===== config.mk =====
export PLATFORM = sky130hd
export DESIGN_NAME = tx_data_fifo
export DESIGN_NICKNAME = d
export VERILOG_FILES = /design/src/rtl/tx_data_fifo.sv
export SDC_FILE = /design/constraint.sdc
export NUM_CORES = 1
export LEC_CHECK = 0
export BUFFER_PORTS_ARGS = -buffer_cell sky130_fd_sc_hd__buf_2
export CAP_MARGIN = 5
export CORE_MARGIN = 1.5
export CORE_UTILIZATION = 60
export CTS_CLUSTER_SIZE = 14
export DETAILED_ROUTE_END_ITERATION = 16
export GPL_ROUTABILITY_DRIVEN = 0
export PLACE_DENSITY = 0.76
export SKIP_CTS_REPAIR_TIMING = 1
export SLEW_MARGIN = 5
export SYNTH_ARGS = -nofsm -noshare
export SYNTH_HDL_FRONTEND = slang
export SYNTH_SLANG_ARGS = --single-unit

===== constraint.sdc =====
create_clock -name clk -period 6.45 [get_ports clk]
set_input_delay 0.3225 -clock clk [delete_from_list [all_inputs] [get_ports clk]]
set_output_delay 0.3225 -clock clk [all_outputs]
set_load 0.05 [all_outputs]

===== src/rtl/tx_data_fifo.sv =====
// Transmit-side byte FIFO between the AHB write path and the USB transmitter.
// First-word-fall-through head, registered occupancy and sticky error flags.
module tx_data_fifo #(
    parameter int DEPTH  = 64,
    parameter int DATA_W = 8,
    parameter int OCC_W  = 7
) (
    input  logic              clk,
    input  logic              n_rst,
    input  logic              clear,
    input  logic              store_tx_data,
    input  logic [DATA_W-1:0] tx_data,
    input  logic              get_tx_packet_data,
    output logic [DATA_W-1:0] tx_packet_data,
    output logic [OCC_W-1:0]  buffer_occupancy,
    output logic              fifo_full,
    output logic              fifo_empty,
    output logic              overflow,
    output logic              underflow
);

    localparam int AW = $clog2(DEPTH);

    logic [DATA_W-1:0] mem_q [DEPTH];
    logic [AW-1:0]     rptr_q, rptr_d;
    logic [AW-1:0]     wptr_q, wptr_d;
    logic [OCC_W-1:0]  occ_q, occ_d;
    logic              ovf_q, ovf_d;
    logic              unf_q, unf_d;
    logic              pop_ok;
    logic              wr_ok;

    assign fifo_full  = (occ_q == OCC_W'(DEPTH));
    assign fifo_empty = (occ_q == '0);

    assign pop_ok = get_tx_packet_data & ~fifo_empty;
    // A pop on a full FIFO frees the slot the incoming byte lands in.
    assign wr_ok  = store_tx_data & (~fifo_full | pop_ok);

    always_comb begin
        rptr_d = rptr_q;
        wptr_d = wptr_q;
        occ_d  = occ_q;
        ovf_d  = ovf_q;
        unf_d  = unf_q;
        if (clear) begin
            rptr_d = '0;
            wptr_d = '0;
            occ_d  = '0;
            ovf_d  = 1'b0;
            unf_d  = 1'b0;
        end else begin
            if (pop_ok)
                rptr_d = rptr_q + AW'(1);
            if (wr_ok)
                wptr_d = wptr_q + AW'(1);
            if (wr_ok && !pop_ok)
                occ_d = occ_q + OCC_W'(1);
            else if (pop_ok && !wr_ok)
                occ_d = occ_q - OCC_W'(1);
            if (store_tx_data && !wr_ok)
                ovf_d = 1'b1;
            if (get_tx_packet_data && fifo_empty)
                unf_d = 1'b1;
        end
    end

    always_ff @(posedge clk or negedge n_rst) begin
        if (!n_rst) begin
            rptr_q <= '0;
            wptr_q <= '0;
            occ_q  <= '0;
            ovf_q  <= 1'b0;
            unf_q  <= 1'b0;
        end else begin
            rptr_q <= rptr_d;
            wptr_q <= wptr_d;
            occ_q  <= occ_d;
            ovf_q  <= ovf_d;
            unf_q  <= unf_d;
        end
    end

    always_ff @(posedge clk) begin
        if (!clear && wr_ok)
            mem_q[wptr_q] <= tx_data;
    end

    assign tx_packet_data   = fifo_empty ? '0 : mem_q[rptr_q];
    assign buffer_occupancy = occ_q;
    assign overflow         = ovf_q;
    assign underflow        = unf_q;

endmodule


; Word-level counts from Yosys, hierarchy flattened
; Memories as Yosys holds them, arrays and structs flattened.
; Cells that the tools add are included.
[totals]
ff_bits = 21
ramBits = 512
inputBits = 13
out_inout_bits = 19
elab_cells = 44
mem_count = 1
[op_classes]
add_sub_neg = 4
n_eq_ne = 1
muxes = 14
n_bitwise = 5
n_reduce_logical = 14
[mem_list]
columns = memory, depth, width, read_ports, rd_clocked_by_memory_dff, wr, line_no
row1 = mem_q, 64, 8, 1, 0, 1, 24  ; logic [DATA_W-1:0] mem_q [DEPTH];
[op_table]
columns = operator, n
row1 = $mux W6, 4
row2 = $mux W7, 3
row3 = $add A6 B1 Y6 const B, 2
row4 = $mux W8, 1
row5 = $reduce_bool A2 Y1, 4
row6 = $add A7 B1 Y7 const B, 1
row7 = $eq A7 B7 Y1 const B, 1
row8 = $logic_not A7 Y1, 1
row9 = $sub A7 B1 Y7 const B, 1
row10 = $mux W1, 6
row11 = $logic_and A1 B1 Y1, 5
row12 = $logic_not A1 Y1, 3
row13 = $reduce_bool A3 Y1, 1
row14 = $and A1 B1 Y1, 2
row15 = $not A1 Y1, 2
row16 = $or A1 B1 Y1, 1

; Logic depth before layout (Yosys ltp)
; Gate-level depths: netlist (run 1).
[logic_depth]
word_depth = 10
ltp_mapped = 11
mapped_depth_nobuf = 11

; Least setup slack after synthesis (run 1)
; OpenSTA, ideal clock, no wires.
[synth_timing]
path_type = register to register
start = register occ_q[3] (netlist: buffer_occupancy[3])
end = register occ_q[6] (netlist: buffer_occupancy[6])
setup_ns = 0.076
arrival_ns = 2.784
t_required_ns = 6.374
path_slack_ns = 3.589
stages_incl_launch_ff = 11
n_path_buf = 0
synth_period_minus_slack_ns = 2.861
cell_sequence = dfrtp_1 > nor4_4 > a41oi_4 > nand2_4 > ha_1 > nor2b_1 > o31ai_1 > a21oi_1 > xnor2_1 > or4_1 > o21ai_1
[synth_between]
elab_chain_len = 8
elab_cells_between_ends = 17
classes_between = add/sub: 2 / eq/ne: 1 / mux: 3 / bitwise: 5 / reduce/logical: 6
[synth_lines]
columns = element, line_no
row1 = from (decl), 27  ; logic [OCC_W-1:0] occ_q, occ_d;
row2 = from (signal assigned), 72  ; occ_q <= '0;
row3 = from (signal assigned), 78  ; occ_q <= occ_d;
row4 = branches (longest 8 deep; another with $sub A7 B1 Y7), --
; Several ways; the timed one is not identified. The select of a mux whose other input is x is not followed.
; A chain may end at the register's enable or synchronous reset.

; Final worst setup path (run 1)
[layout_timing]
start = register rptr_q[1]
end = output port tx_packet_data[1]
[layout_between]
elab_chain_len = 2
[layout_lines]
columns = element, line_no
row1 = from (decl), 25  ; logic [AW-1:0] rptr_q, rptr_d;
row2 = from (signal assigned), 76  ; rptr_q <= rptr_d;
row3 = $mem_v2 Z64 W8, --
row4 = $mux W8, 89  ; assign tx_packet_data = fifo_empty ? '0 : mem_q[rptr_q];
row5 = to (decl), 14  ; output logic [DATA_W-1:0] tx_packet_data,
; Every way passes these cells.

==> results.ini, run 1 <==
[outcome]
result_of_the_run=complete, no violations

[placement]
post-place-cells=1510
place.detailed.hpwl_mm=25.7
port-buffer-count=31

[logic_synthesis]
post_synth_num_cell_types=53
synth.top_cells.by_area=sky130_fd_sc_hd__edfxtp_1 (73%), sky130_fd_sc_hd__mux4_2 (10%), sky130_fd_sc_hd__mux2i_1 (3.0%)
synthDominantAreaCellType=sky130_fd_sc_hd__edfxtp_1
synth_area_um2=21100
synth_top_area_share_pct=72.9
ys_async_sr_fraction_pct=3.94
seq_area_frac_synth_pct=75.4
postSynth.topFlopCell=sky130_fd_sc_hd__edfxtp_1
synthesis.nets=1099
synth_enable_flop_cells=512
synthesis.area_per_instance_um2=19.6
synth_commonest_cells=sky130_fd_sc_hd__edfxtp_1 (512), sky130_fd_sc_hd__mux4_2 (96), sky130_fd_sc_hd__nor2_1 (84)
number_of_standard_cells_after_synthesis=1077
synth.ff_latch_count=533
yosysMostFrequentCell=sky130_fd_sc_hd__edfxtp_1
yosys_warnings=0

[drt]
via_per_instance_ratio=6.56
drc=0
route.vias.total=10500
detail_route.iter0.violations=1400
drt_pass1_iterations=5
avgRoutedWirePerCell_um=28.1
finalWirelength_mm=45.0
ant_nets=0

[cells_and_area]
synthToLayoutAreaGrowth_pct=9.35
stdcell_count=1602
nets=1130
register_area_um2=15900
fillers=2247
num_antenna_cells=0
layout-drive-gt1-share_pct=19.2
multi_input_combinational_cell_area_um2=4780

[sta]
worst_slew_pin_slew_ns=1.25
fin_worst_skew_ns=0.0190
setup-tns-final_ns=0
report.final.hold_viol_count=0
setup-violations-final=0
hold_slack_ns=0.0147
period_minus_slack_ns=4.32
period_share_pct=66.9
timing.slew.headroom_pct=16.8
report.final.slew_viol_count=0
highest_clock_frequency_the_design_can_meet_mhz=232
grt_setup_unrepaired=no

[floorplanning]
num_io_pins=32
die_footprint_um2=36300
floorplan.die.height_um=190
initial_utilization_pct=61.1
die_w_um=190
num_rows=68
coreArea_um2=34500

[clock_tree]
root_buffer=sky130_fd_sc_hd__clkbuf_16
worst_setup_hold_path_clk_slew_ns=0.06
cts_num_sinks=533
source_to_sink_clock_delay_at_the_later_pin_of_the_worst_skew_pair_ns=0.57
max-clock-path-buffers=3
numCtsBuffers=50
cts_tree=yes
htree_levels=2

[worst_setup_path]
timing.critical_path.max_delay_family=flip-flops
cp_common_cell=sky130_fd_sc_hd__a22o_1
setup.worst_path.start_class=register
end_kind=output pin
crit_buf_inv=2
cpPeakStageDelay_ns=1.04
worstPathRequired_ns=6.13
critPathArrivalTime_ns=3.99
critical_path.slowest_cell=sky130_fd_sc_hd__dfrtp_4
timing.critical_path.cells=buf_4 > mux4_2 > a22o_1 > a211oi_1 > a21oi_1 > a22o_1 > buf_2
crit_path_max_fanout=63
critical_setup_path_class=reg2out

[global_route]
largest_net_degree_at_the_start_of_global_routing=76
grt_pass1_wl_mm=67.4
grt-ovfl-total=0
grt.total_usage_pct=25.7
grt_antenna_before_repair=0
first_global_vias=10500

[min_path]
hold_path.class=in2reg

[power_and_ir_drop]
leakage_nw=7.28
worst_ir_drop_vdd_v=0.000257
power.density_cell_area_nw_per_um2=344

[job]
maxCapViolCount=0

## through the flow
step / setup WS [ns] / total power (W) / cell area [um^2] / util (%)
after floorplan: 3.59 / 0.00498 / 21100 / -
after global placement: 2.73 / 0.00527 / 21500 / 62.4
after detailed placement: 2.73 / 0.00528 / 21500 / 62.4
after CTS: 2.11 / 0.00797 / 23000 / 66.7
after global routing: 2.04 / 0.00818 / 23100 / 66.8
final: 2.13 / 0.00794 / 23100 / 66.8
## state kept, by name, indices dropped and copies added, names as in the netlist
name	flops
overflow	1
wptr_q	6
underflow	1
rptr_q	6
buffer_occupancy	7
mem_q	512
## final timing paths
path | startpoint | cells past startpoint | slack, ns | endpoint
setup / recovery | rptr_q[1]$_DFFE_PN0P_ | 7 | 2.13 | tx_packet_data[1]
hold / removal | get_tx_packet_data | 3 | 0.01 | underflow$_DFFE_PN0P_
setup reg to reg | buffer_occupancy[2]$_DFFE_PN0P_ | 5 | 3.17 | mem_q[30][3]$_DFFE_PP_
hold reg to reg | underflow$_DFFE_PN0P_ | 2 | 0.51 | underflow$_DFFE_PN0P_
max in group asynchronous | n_rst | 2 | 5.83 | rptr_q[1]$_DFFE_PN0P_
min in group asynchronous | n_rst | 2 | 0.24 | buffer_occupancy[0]$_DFFE_PN0P_
## cells by family after synthesis
kind of cell | synth area share, %
AO/OA/AOI/OAI | 4.89
XOR/XNOR | 0.540
adder cells (fa/ha/maj) | 0.570
buffers and inverters | 1.98
flip-flops | 75.4
multiplexers | 13.4
AND/OR/NAND/NOR | 3.26
## placed cells by master (no fill, tap or decap), types with 21 or more instances in the layout
| cell | instances |
|---|---|
| sky130_fd_sc_hd__edfxtp_1 | 512 |
| sky130_fd_sc_hd__mux4_2 | 96 |
| sky130_fd_sc_hd__nor2_1 | 83 |
| sky130_fd_sc_hd__mux2i_1 | 63 |
| sky130_fd_sc_hd__clkbuf_16 | 50 |
| sky130_fd_sc_hd__nand2_1 | 30 |
| sky130_fd_sc_hd__a21oi_1 | 30 |
| sky130_fd_sc_hd__buf_2 | 30 |
| sky130_fd_sc_hd__a22oi_1 | 25 |
| sky130_fd_sc_hd__a211oi_1 | 21 |
## metal layers
layer | global-route usage [%] | wire [um]
met1 | 36.6 | 17700
met2 | 41.0 | 22300
met3 | 4.75 | 3730
met4 | 8.24 | 1270
met5 | 0 | 0
## power breakdown
part / switching [W] / internal [W]
clock: 0.00121 / 0.00152
sequential: 0.000110 / 0.00383
combinational: 0.000742 / 0.000528
total: 0.00207 / 0.00588
## final cells by class
| cell class | count | share of cell area [%] |
|---|---|---|
| clock buffer | 67 | 5.75 |
| timing repair buffer | 43 | 1.19 |
| tap | 455 | 2.47 |
| clock inverter | 24 | 0.770 |
| sequential | 533 | 69.0 |
| inverter | 7 | 0.125 |
| multi-input combinational | 473 | 20.7 |
## worst min-delay path, stage by stage
cell and delay [ns]:
sky130_fd_sc_hd__buf_2 0.09, sky130_fd_sc_hd__a21oi_1 0.05, sky130_fd_sc_hd__nor2_1 0.08
Note: power is estimated with default switching activity, not from simulation.
==> inputs of run 2 (changes only) <==
==> constraint.sdc (replaced) <==
create_clock -name clk -period 4.1 [get_ports clk]
set_input_delay 0.205 -clock clk [delete_from_list [all_inputs] [get_ports clk]]
set_output_delay 0.205 -clock clk [all_outputs]
set_load 0.05 [all_outputs]
==> run 2 against run 1 <==
  * Hold slack better by 0.085 ns
  * Die area unchanged
  * Clock power up 82%
  * Highest routed layer unchanged
  * Setup slack worse by 1.8 ns
  * Largest cell class unchanged
  * Sequential cell count unchanged
  * Critical path depth unchanged
  * Count of clock-buffer cells in the layout down 9
==> results.ini, run 2 (synthesis gave the netlist of run 1 again) <==
[drt]
route.vias.total=10700  ; +1.5%
drc=0  ; unchanged
finalWirelength_mm=45.0  ; about the same
ant_nets=0  ; unchanged
avgRoutedWirePerCell_um=27.8  ; -1.1%
detail_route.iter0.violations=1100  ; -21%
via_per_instance_ratio=6.58  ; +0.28%
drt_pass1_iterations=5  ; unchanged

[worst_setup_path]
setup.worst_path.start_class=register
critical_setup_path_class=reg2out
crit_path_max_fanout=26  ; -59%
worstPathRequired_ns=3.89  ; -2.24 ns
crit_buf_inv=2  ; unchanged
timing.critical_path.max_delay_family=compound AO/OA/AOI/OAI gates
critical_path.slowest_cell=sky130_fd_sc_hd__dfrtp_4
critPathArrivalTime_ns=3.58  ; -0.41 ns
timing.critical_path.cells=buf_12 > mux4_2 > a22o_1 > a211oi_1 > a21oi_1 > a22o_1 > buf_2
end_kind=output pin
cpPeakStageDelay_ns=0.77  ; -0.27 ns
cp_common_cell=sky130_fd_sc_hd__a22o_1

[sta]
period_share_pct=92.4
worst_slew_pin_slew_ns=1.29  ; +0.0390 ns
report.final.slew_viol_count=0  ; unchanged
grt_setup_unrepaired=no
timing.slew.headroom_pct=14.2  ; -2.6 points
fin_worst_skew_ns=0.0108  ; -0.00823 ns
hold_slack_ns=0.0996  ; +0.0849 ns
setup-violations-final=0  ; unchanged
setup-tns-final_ns=0  ; unchanged
report.final.hold_viol_count=0  ; unchanged
highest_clock_frequency_the_design_can_meet_mhz=264
period_minus_slack_ns=3.79

[global_route]
grt_pass1_wl_mm=67.1  ; -0.44%
first_global_vias=10800  ; +3.0%
grt.total_usage_pct=25.7  ; -0.037 points
largest_net_degree_at_the_start_of_global_routing=66  ; -13%
grt-ovfl-total=0  ; unchanged
grt_antenna_before_repair=0  ; unchanged

[cells_and_area]
layout-drive-gt1-share_pct=21.3  ; +2.1 points
fin_util_pct=68.1  ; +1.3 points
num_antenna_cells=0  ; unchanged
stdcell_count=1621  ; +1.2%
fillers=2212  ; -1.6%
registers.top_by_ff_count=mem_q
layout_common_cells=sky130_fd_sc_hd__edfxtp_1 (512), sky130_fd_sc_hd__mux4_2 (96), sky130_fd_sc_hd__nor2_1 (83)
synthToLayoutAreaGrowth_pct=11.5
nets=1151  ; +1.9%
largest_reg_flops=512  ; unchanged
mostFrequentLayoutCell=sky130_fd_sc_hd__edfxtp_1

[power_and_ir_drop]
power.density_cell_area_nw_per_um2=561  ; +63%
leakage_nw=7.52  ; +3.3%
worst_ir_drop_vdd_v=0.000447  ; +74%

[floorplanning]
num_io_pins=32  ; unchanged
num_rows=68  ; unchanged
die_w_um=190  ; unchanged
coreArea_um2=34500  ; unchanged
floorplan.die.height_um=190  ; unchanged
initial_utilization_pct=61.1  ; unchanged
die_footprint_um2=36300  ; unchanged

[clock_tree]
root_buffer=sky130_fd_sc_hd__clkbuf_16
cts_tree=yes
max-clock-path-buffers=3  ; unchanged
source_to_sink_clock_delay_at_the_later_pin_of_the_worst_skew_pair_ns=0.56  ; about the same
worst_setup_hold_path_clk_slew_ns=0.06  ; about the same
htree_levels=2  ; unchanged
cts_num_sinks=533  ; unchanged
numCtsBuffers=52  ; +4.0%

[placement]
place.detailed.hpwl_mm=26.5  ; +3.0%
post-place-cells=1527  ; +1.1%
port-buffer-count=31  ; unchanged

[job]
maxCapViolCount=0  ; unchanged

[min_path]
hold_path.class=in2reg

[outcome]
result_of_the_run=complete, no violations

run 2: changes by cell type in the layout (fill, tap and decap cells not counted), sizes merged:
cell	before	now
inv	9	7
clkbuf	67	58
dlygate4sd3	1	3
clkinvlp	0	2
buf	42	59
bufinv	2	11
run 2: through the flow:
step	power, W	setup WS, ns	cell area, um^2
2_1_floorplan	0.00784	1.24	21100
3_3_place_gp	0.00831	0.893	21700
3_5_place_dp	0.00833	0.885	21700
4_1_cts	0.0132	0.269	23500
5_1_grt	0.0136	0.178	23500
6_report	0.0132	0.313	23500
run 2: area by class of cell:
cell class	count	area, um^2	area share, %
Sequential cell	533	15900	67.6
Multi-Input combinational cell	473	4780	20.3
Clock buffer	58	1350	5.72
Tap cell	455	569	2.42
Timing Repair Buffer	62	458	1.95
Clock inverter	33	435	1.85
Inverter	7	28.8	0.122
run 2: per-layer routing:
layer	part of all wire, %	GRT usage (%)
met4	3.3	9.72
met3	8.7	5.37
met5	0	0
met1	38	35.3
met2	50	41.0
run 2: final timing paths:
check | slack, ns | endpoint | cells after the start | start
max in group asynchronous | 3.50 | rptr_q[0]$_DFFE_PN0P_ | 2 | n_rst
hold reg to reg | 0.53 | underflow$_DFFE_PN0P_ | 2 | underflow$_DFFE_PN0P_
setup reg to reg | 1.03 | mem_q[62][3]$_DFFE_PP_ | 5 | buffer_occupancy[0]$_DFFE_PN0P_
hold / removal | 0.1 | underflow$_DFFE_PN0P_ | 2 | clear
setup / recovery | 0.31 | tx_packet_data[1] | 7 | rptr_q[0]$_DFFE_PN0P_
min in group asynchronous | 0.17 | buffer_occupancy[2]$_DFFE_PN0P_ | 2 | n_rst
run 2: report_power, final:
group          leakage (nW)  switching, W  internal [W]
Clock                 0.868       0.00194       0.00304
Combinational          1.77       0.00121      0.000876
Sequential             4.88      0.000121       0.00602
Total                  7.52       0.00327       0.00993
==> inputs of run 3 (changes only) <==
==> constraint.sdc (replaced) <==
create_clock -name clk -period 3.5 [get_ports clk]
set_input_delay 0.175 -clock clk [delete_from_list [all_inputs] [get_ports clk]]
set_output_delay 0.175 -clock clk [all_outputs]
set_load 0.05 [all_outputs]
==> run 3 against run 2 <==
  * Critical path depth grew 2
  * Count of clock-buffer cells in the layout grew 4
  * Die area is the same
  * Hold slack lost 0.055 ns
  * Sequential share of layout area shrank 0.66 points
  * Final cell count grew 3.8%
  * Largest power group unchanged
==> results.ini, run 3 (synthesis gave the netlist of run 1 again) <==
[global_route]
largest_net_degree_at_the_start_of_global_routing=65  ; -1.5%
grt_pass1_wl_mm=68.0  ; +1.4%
first_global_vias=10700  ; -0.55%
grt_antenna_before_repair=0  ; unchanged
grt-ovfl-total=0  ; unchanged
grt.total_usage_pct=26.0  ; +0.40 points

[sta]
grt_setup_unrepaired=no
report.final.hold_viol_count=0  ; unchanged
setup-violations-final=0  ; unchanged
final_critical_path_setup_slack_ns=0.142  ; -0.171 ns
period_share_pct=95.9
report.final.slew_viol_count=0  ; unchanged
timing.slew.headroom_pct=14.7  ; +0.52 points
fin_worst_skew_ns=0.0259  ; +0.0151 ns
setup-tns-final_ns=0  ; unchanged
worst_slew_pin_slew_ns=1.28  ; -0.00777 ns
hold_slack_ns=0.0445  ; -0.0550 ns
highest_clock_frequency_the_design_can_meet_mhz=298
period_minus_slack_ns=3.36

[cells_and_area]
synthToLayoutAreaGrowth_pct=12.6
layout_common_cells=sky130_fd_sc_hd__edfxtp_1 (512), sky130_fd_sc_hd__mux4_2 (96), sky130_fd_sc_hd__nor2_1 (83)
design_area_final_um2=23800  ; +0.98%
layout-drive-gt1-share_pct=24.6  ; +3.3 points
registers.top_by_ff_count=mem_q
num_antenna_cells=0  ; unchanged
largest_reg_flops=512  ; unchanged
nets=1210  ; +5.1%
fillers=2141  ; -3.2%
register_area_um2=15900  ; unchanged
mostFrequentLayoutCell=sky130_fd_sc_hd__edfxtp_1
multi_input_combinational_cell_area_um2=4780  ; unchanged

[clock_tree]
worst_setup_hold_path_clk_slew_ns=0.07  ; about the same
numCtsBuffers=51  ; -1.9%
root_buffer=sky130_fd_sc_hd__clkbuf_16
cts_tree=yes
max-clock-path-buffers=3  ; unchanged
htree_levels=2  ; unchanged
cts_num_sinks=533  ; unchanged
source_to_sink_clock_delay_at_the_later_pin_of_the_worst_skew_pair_ns=0.58  ; +0.02 ns

[placement]
port-buffer-count=31  ; unchanged
place.detailed.hpwl_mm=27.9  ; +5.2%
placedInstanceArea_um2=22100  ; +1.9%
pre_cts_ws_ns=0.613  ; -0.272 ns

[worst_setup_path]
critPathArrivalTime_ns=3.18  ; -0.40 ns
worstPathRequired_ns=3.32  ; -0.57 ns
setup.worst_path.start_class=register
crit_path_max_fanout=23  ; -12%
critical_setup_path_class=reg2out
end_kind=output pin

[floorplanning]
num_rows=68  ; unchanged
die_footprint_um2=36300  ; unchanged
initial_utilization_pct=61.1  ; unchanged
coreArea_um2=34500  ; unchanged
die_w_um=190  ; unchanged
floorplan.die.height_um=190  ; unchanged
num_io_pins=32  ; unchanged

[outcome]
result_of_the_run=complete, no violations

[drt]
avgRoutedWirePerCell_um=27.0  ; -2.7%
drt_pass1_iterations=7  ; +2
ant_nets=0  ; unchanged
via_per_instance_ratio=6.45  ; -2.1%
detail_route.iter0.violations=1474  ; +34%
drc=0  ; unchanged
finalWirelength_mm=45.5  ; +1.0%
route.vias.total=10800  ; +1.6%

[power_and_ir_drop]
leakage_nw=7.74  ; +2.9%
p_total_w=0.0148  ; +12%
power.density_cell_area_nw_per_um2=625  ; +11%
worst_ir_drop_vdd_v=0.000495  ; +11%

[min_path]
hold_path.class=in2reg

[job]
maxCapViolCount=0  ; unchanged

run 3: cell count changes in the layout (fill, tap and decap cells not counted):
cell | previous run | this run
sky130_fd_sc_hd__clkbuf_16 | 53 | 51
sky130_fd_sc_hd__buf_12 | 5 | 6
sky130_fd_sc_hd__clkinvlp_4 | 2 | 1
sky130_fd_sc_hd__clkinv_1 | 12 | 14
sky130_fd_sc_hd__clkinv_2 | 8 | 11
sky130_fd_sc_hd__inv_6 | 1 | 3
sky130_fd_sc_hd__bufinv_16 | 11 | 3
sky130_fd_sc_hd__clkbuf_1 | 5 | 11
sky130_fd_sc_hd__buf_4 | 23 | 81
sky130_fd_sc_hd__buf_6 | 0 | 1
run 3: worst paths after layout:
check / end / cells after the start / startpoint / slack [ns]
hold / removal: rptr_q[0]$_DFFE_PN0P_ / 2 / clear / 0.04
max in group asynchronous: rptr_q[1]$_DFFE_PN0P_ / 2 / n_rst / 3.00
setup reg to reg: buffer_occupancy[6]$_DFFE_PN0P_ / 10 / buffer_occupancy[2]$_DFFE_PN0P_ / 0.56
min in group asynchronous: buffer_occupancy[1]$_DFFE_PN0P_ / 2 / n_rst / 0.10
setup / recovery: tx_packet_data[6] / 9 / rptr_q[0]$_DFFE_PN0P_ / 0.14
hold reg to reg: underflow$_DFFE_PN0P_ / 2 / underflow$_DFFE_PN0P_ / 0.51
run 3: area by class of cell:
type | count | area share [%]
sequential | 533 | 67.0
multi-input combinational | 473 | 20.1
clock buffer | 62 | 5.55
timing repair buffer | 122 | 3.89
tap | 455 | 2.40
clock inverter | 31 | 0.959
inverter | 7 | 0.121
run 3: worst max-delay path: stages (launching register included):
cell	delay (ns)
sky130_fd_sc_hd__dfrtp_4	0.42
sky130_fd_sc_hd__buf_12	0.16
sky130_fd_sc_hd__buf_12	0.23
sky130_fd_sc_hd__buf_4	0.23
sky130_fd_sc_hd__mux4_2	0.52
sky130_fd_sc_hd__a211oi_1	0.38
sky130_fd_sc_hd__nand2_1	0.15
sky130_fd_sc_hd__nand3_1	0.12
sky130_fd_sc_hd__nand2_1	0.12
sky130_fd_sc_hd__buf_2	0.24
run 3: per-layer routing:
metal	up-vias	track usage, %	share of wire, %
li1	4633	-	-
met1	5574	37.2	40
met2	544	41.7	49
met3	97	4.10	8.3
met4	0	8.81	3.1
met5	-	0	0
run 3: metrics by stage:
step                      util (%)  cells
final                         68.8   1683
after global routing          68.8   1683
after CTS                     68.5   1676
after detailed placement      64.1   1583
after global placement        64.1   1583
after floorplan                  -   1077
run 3: report_power, final:
part / switching, W / internal [W] / total, W
clock network: 0.00224 / 0.00289 / 0.00513
registers: 0.0000931 / 0.00705 / 0.00715
logic: 0.00150 / 0.00107 / 0.00257
